## src/rtl/if_fetch_stage_pkg.sv

```systemverilog
// Shared definitions for the instruction-fetch stage: FSM encoding, the nop
// word and the default sequential PC increment.
package if_fetch_stage_pkg;

  typedef enum logic [1:0] {
    FETCH   = 2'd0,
    HOLD    = 2'd1,
    DISCARD = 2'd2
  } fetch_state_e;

  localparam logic [31:0] INST_NOP = 32'h0000_0000;
  localparam logic [31:0] PC_STEP  = 32'd4;

endpackage

```

## src/rtl/if_fetch_stage_pc_next_sel.sv

```systemverilog
// Combinational next-PC helper: redirect target (branch beats jump) plus the
// sequential increments of the fetch PC and of the buffered instruction's PC.
module pc_next_sel
  import if_fetch_stage_pkg::*;
#(
  parameter logic [31:0] STEP = if_fetch_stage_pkg::PC_STEP
) (
  input  logic        branch_i,
  input  logic [31:0] branch_target_i,
  input  logic [31:0] jump_target_i,
  input  logic [31:0] pc_i,
  input  logic [31:0] bufpc_i,
  output logic [31:0] target_o,
  output logic [31:0] pc_inc_o,
  output logic [31:0] bufpc_inc_o
);

  // Modulo-2^32 adds: the top word address wraps to zero.
  assign target_o    = branch_i ? branch_target_i : jump_target_i;
  assign pc_inc_o    = pc_i + STEP;
  assign bufpc_inc_o = bufpc_i + STEP;

endmodule

```

## src/rtl/if_fetch_stage.sv

```systemverilog
// Instruction-fetch stage: owns the PC, talks req/ready to instruction memory,
// buffers one word across stalls and applies ID-resolved redirects.
module if_fetch_stage
  import if_fetch_stage_pkg::*;
#(
  parameter logic [31:0] RESET_PC = 32'h0000_0000,
  parameter logic [31:0] PC_STEP  = if_fetch_stage_pkg::PC_STEP
) (
  input  logic        clk_i,
  input  logic        rst_i,
  input  logic        stall_i,
  input  logic        branch_i,
  input  logic [31:0] branch_target_i,
  input  logic        jump_i,
  input  logic [31:0] jump_target_i,
  output logic        imem_req_o,
  output logic [31:0] imem_addr_o,
  input  logic        imem_ready_i,
  input  logic [31:0] imem_rdata_i,
  output logic [31:0] pc_o,
  output logic [31:0] inst_o,
  output logic        ifid_hold_o,
  output logic        ifid_flush_o
);

  fetch_state_e state_q, state_d;
  logic [31:0]  pc_q, pc_d;
  logic [31:0]  oaddr_q, oaddr_d;
  logic [31:0]  buf_q, buf_d;
  logic [31:0]  bufpc_q, bufpc_d;

  logic        redirect;
  logic [31:0] target;
  logic [31:0] pc_inc;
  logic [31:0] bufpc_inc;
  logic        req;
  logic [31:0] addr;
  logic [31:0] pc_out;
  logic [31:0] inst_out;
  logic        hold;
  logic        flush;

  pc_next_sel #(
    .STEP(PC_STEP)
  ) u_pc_next_sel (
    .branch_i        (branch_i),
    .branch_target_i (branch_target_i),
    .jump_target_i   (jump_target_i),
    .pc_i            (pc_q),
    .bufpc_i         (bufpc_q),
    .target_o        (target),
    .pc_inc_o        (pc_inc),
    .bufpc_inc_o     (bufpc_inc)
  );

  // A redirect seen during a stall is dropped; the hazard unit re-presents it.
  assign redirect = (branch_i | jump_i) & ~stall_i;

  always_comb begin
    state_d  = state_q;
    pc_d     = pc_q;
    oaddr_d  = oaddr_q;
    buf_d    = buf_q;
    bufpc_d  = bufpc_q;
    req      = 1'b0;
    addr     = pc_q;
    hold     = 1'b0;
    flush    = 1'b0;
    pc_out   = 32'h0;
    inst_out = INST_NOP;

    unique case (state_q)
      FETCH: begin
        req = 1'b1;
        if (redirect) begin
          flush = 1'b1;
          pc_d  = target;
          if (!imem_ready_i) begin
            oaddr_d = pc_q;
            state_d = DISCARD;
          end
        end else if (imem_ready_i && stall_i) begin
          hold    = 1'b1;
          buf_d   = imem_rdata_i;
          bufpc_d = pc_q;
          pc_d    = pc_inc;
          state_d = HOLD;
        end else if (imem_ready_i) begin
          pc_out   = pc_inc;
          inst_out = imem_rdata_i;
          pc_d     = pc_inc;
        end else if (stall_i) begin
          hold = 1'b1;
        end else begin
          flush = 1'b1;
        end
      end

      HOLD: begin
        if (redirect) begin
          flush   = 1'b1;
          pc_d    = target;
          state_d = FETCH;
        end else if (stall_i) begin
          hold = 1'b1;
        end else begin
          pc_out   = bufpc_inc;
          inst_out = buf_q;
          state_d  = FETCH;
        end
      end

      DISCARD: begin
        // Keep the abandoned address on the bus until memory takes it.
        req   = 1'b1;
        addr  = oaddr_q;
        hold  = stall_i;
        flush = ~stall_i;
        if (redirect) begin
          pc_d = target;
        end
        if (imem_ready_i) begin
          state_d = FETCH;
        end
      end

      default: begin
        state_d = FETCH;
      end
    endcase
  end

  assign imem_req_o   = rst_i ? req : 1'b0;
  assign imem_addr_o  = {addr[31:2], 2'b00};
  assign ifid_hold_o  = rst_i ? hold : 1'b0;
  assign ifid_flush_o = rst_i ? flush : 1'b1;
  assign pc_o         = rst_i ? pc_out : 32'h0;
  assign inst_o       = rst_i ? inst_out : INST_NOP;

  always_ff @(posedge clk_i or negedge rst_i) begin
    if (!rst_i) begin
      state_q <= FETCH;
      pc_q    <= RESET_PC;
      oaddr_q <= 32'h0;
      buf_q   <= 32'h0;
      bufpc_q <= 32'h0;
    end else begin
      state_q <= state_d;
      pc_q    <= pc_d;
      oaddr_q <= oaddr_d;
      buf_q   <= buf_d;
      bufpc_q <= bufpc_d;
    end
  end

endmodule
```

## config.mk

```make
export PLATFORM = sky130hd
export DESIGN_NAME = if_fetch_stage
export DESIGN_NICKNAME = d
export VERILOG_FILES = /design/src/rtl/if_fetch_stage_pkg.sv /design/src/rtl/if_fetch_stage_pc_next_sel.sv /design/src/rtl/if_fetch_stage.sv
export SDC_FILE = /design/constraint.sdc
export NUM_CORES = 1
export LEC_CHECK = 0
export BUFFER_PORTS_ARGS = -buffer_cell sky130_fd_sc_hd__buf_4
export CAP_MARGIN = 0
export CORE_MARGIN = 3
export CORE_UTILIZATION = 59
export CTS_CLUSTER_SIZE = 16
export DETAILED_ROUTE_END_ITERATION = 7
export GPL_TIMING_DRIVEN = 1
export PLACE_DENSITY = 0.95
export SETUP_SLACK_MARGIN = 0.1
export SYNTH_ARGS = -nofsm -noshare
export SYNTH_HDL_FRONTEND = slang
export SYNTH_SLANG_ARGS = --single-unit
```

## constraint.sdc

```tcl
create_clock -name clk_i -period 6.1 [get_ports clk_i]
set_input_delay 1.22 -clock clk_i [delete_from_list [all_inputs] [get_ports clk_i]]
set_output_delay 1.22 -clock clk_i [all_outputs]
set_load 0.05 [all_outputs]
```

==> flow_metrics.tcl <==
set metrics [dict create \
    setup_tns_ns 0 \
    post_cts_buffers 0 \
    synth-compound-area-share_pct 17.7 \
    fp.dieH_um 125 \
    cts_tree "yes" \
    tightest_slew_ns 1.18 \
    via_count 8205 \
    drv_cap 0 \
    cts_max_path_buffers 2 \
    critical-path-max-stage-delay_ns 0.85 \
    synth_edf_count 0 \
    ys_warn_count 0 \
    rows 42 \
    die-width_um 125 \
    rsz0062_at_grt "no" \
    crit_fanout 45 \
    start_kind "input pin" \
    final_cell_area_sq_um 10400 \
    syn2layout_area_growth_pct 25.0 \
    relSlewSlack_pct 21.5 \
    final_cell_mix "buf_4 (207), dfrtp_1 (128), mux2_2 (124), nor2_1 (74), nand2_1 (55)" \
    period_share_pct 81.5 \
    path_clk_slew_ns 0.06 \
    endpoint_kind "primary output" \
    synthFlopType "dfrtp_1" \
    final_common_cell "buf_4" \
    syn_area_per_cell_sq_um 9.35 \
    finalWirelength_um 26200 \
    met1Wirelength_um 9630 \
    route.detailed.vias_per_inst 6.74 \
    r2r_cells 6 \
    drtIter0Drc 887 \
    irDropWorstVdd_v 0.000460 \
    core_sq_um 13500 \
    wl_per_cell_um 21.5 \
    cts-root-buf "clkbuf_16" \
    gp_congestion 0.953 \
    die_area_sq_um 15500 \
    drive_gt1_share_pct 36.3 \
    cp_num_buf_inv 3 \
    synth_xor_xnor_area_share_pct 3.27 \
    grt_pass1_vias 8104 \
    synthAdderAreaFrac_pct 0.905 \
    nNetsFinal 1138 \
    synthArstFlopShare_pct 100 \
    cts_resized 0 \
    fin_util_pct 76.7 \
    cp.required_ns 4.88 \
    cpMostUsedCell "buf_4" \
    finClkSkew_ns 0.00954 \
    grt_max_degree 74 \
    synth_top_family_by_area "multiplexers" \
    yosysTopAreaCellShare_pct 38.6 \
    synth-seq-cells 128 \
    top_layer "met4" \
    status "finished, final reports clean" \
    startpoint "branch_i" \
    r2r_start "pc_q[2]" \
    antenna_found_initial 0 \
    finalCriticalPeriod_ns 4.97 \
    route.met2.wl_um 12700 \
    drc 0 \
    cp_top_family "simple AND/OR/NAND/NOR gates" \
    p_leak_nw 4.37 \
    synth.largest_area_cell "dfrtp_1" \
    io_pins 201 \
    start_util_pct 61.4 \
    port_buffers 198 \
    powerDensity_nw_per_um2 541 \
    max_freq_mhz 201 \
    syn_inst 887 \
    synth_mux_area_share_pct 18.5 \
    hpwlAfterDp_um 17600 \
    fin_hold_ws_ns 0.504 \
    clock_latency_ns 0.43 \
    clock_sinks 128 \
    hold_path_class "reg2reg" \
    place_area_sq_um 9760 \
    crit_arrival_ns 3.75 \
    ctsHoldBuffers 0 \
    path_depth 7 \
    ys_types 58 \
    grt_usage_pct 33.1 \
    slowest_stage "and2_2" \
    first_pass_iters 6 \
    crit_chain "buf_4 > nor3_1 > and2_2 > buf_4 > o21ai_1 > a31oi_1 > buf_4" \
    synth_simple_gate_area_share_pct 16.0 \
    grt_pass1_wl_um 41900 \
    met3_length_um 2490 \
    grt-ovfl-total 0 \
    h-tree-depth 4 \
    finalSetupViolCount 0 \
    hp-start "oaddr_q[2]" \
    critPathKind "in2out" \
    syn-cell-area_sq_um 8290 \
    synth-seq-area-share_pct 38.6 \
    min_path_cells 1 \
    cts_buffers 17 \
    final-hold-violation-count 0 \
    antenna_left 0 \
    diodes 0 \
    ys_top_cells_by_area "dfrtp_1 (39%), mux2_2 (17%), a22oi_1 (4.3%)" \
    drv_slew 0 \
]
worst paths after layout:
check / slack (ns) / to
setup / recovery: 1.13 / pc_o[27]
hold / removal: 0.50 / oaddr_q[2]
setup reg to reg: 3.11 / pc_q[30]
hold reg to reg: 0.50 / oaddr_q[2]
max in group asynchronous: 4.24 / pc_q[9]
min in group asynchronous: 0.65 / buf_q[19]
power by group:
group / internal [mW] / total, mW / switching, mW / leakage, nW
Combinational: 1.07 / 2.73 / 1.66 / 2.58
Sequential: 1.28 / 1.83 / 0.550 / 1.49
Clock: 0.670 / 1.05 / 0.381 / 0.295
through the flow:
stage | cells | setup slack (ns) | power [mW]
after floorplan | 888 | 1.39 | 3.67
after global placement | 1187 | 1.41 | 4.35
after detailed placement | 1187 | 1.25 | 4.47
after CTS | 1218 | 1.19 | 5.54
after global routing | 1218 | 0.980 | 5.87
final | 1218 | 1.13 | 5.60
kinds of logic (layout without fill, tap and decap cells):
group,after synthesis,after routing
AND/OR/NAND/NOR,264,264
AO/OA/AOI/OAI,220,220
multiplexers,138,138
flip-flops,128,128
buffers and inverters,99,253
XOR/XNOR,31,31
adder cells (fa/ha/maj),6,6
other,1,2
area by class of cell:
type                    instances  area (sq um)
multi-input cells             661          4720
flip-flops and latches        128          3200
fillers                       876          3140
repair buffers                208          1570
clock buffers                  21           470
well taps                     176           220
clock inverters                10           134
inverters                      14          52.6
state kept, by name, indices dropped and copies added, names as in the netlist:
register,flops
state_q,2
pc_q,32
buf_q,32
oaddr_q,30
bufpc_q,32
worst reg2reg max path, cell delays in order (launching register included):
cell and delay [ns]:
dfrtp_1 0.55, ha_1 0.38, nand4_1 0.25, nor3_1 0.78, nand4_1 0.41, nor4_1 0.38, a311oi_1 0.08
per-layer routing:
metal  global-route usage (%)  vias to the layer above
met1                     41.1                     3920
li1                         -                     3558
met2                     55.0                      596
met5                        0                        -
met4                     15.3                        0
met3                     7.55                      131
synthesized netlist by cell type, types with 2 or more instances:
master and number:
a32o_1 3, nand2_1 56, buf_1 13, o21ai_0 45, o211ai_1 4, or2_2 2, nand4_1 21, and2_1 5
buf_4 4, o31a_1 6, dfrtp_1 128, a31o_2 3, o21ai_1 3, nor2_1 74, inv_1 14, clkbuf_1 54
o31ai_1 5, a211oi_1 9, a22oi_1 47, a2bb2oi_1 7, a21oi_1 36, a31oi_1 13, ha_1 6, nand3_1 25
nor4_1 13, and3_1 10, o32ai_1 2, o22ai_1 10, o21a_1 6, xnor2_1 19, nor4_2 2, or3_1 6
buf_2 13, and4_1 5, nor2b_1 12, mux2_2 124, mux2i_1 14, a21boi_0 4, o22a_1 8, or4_1 7
nor3_1 21, xor2_1 12
Power figures use the tool's default switching activity.
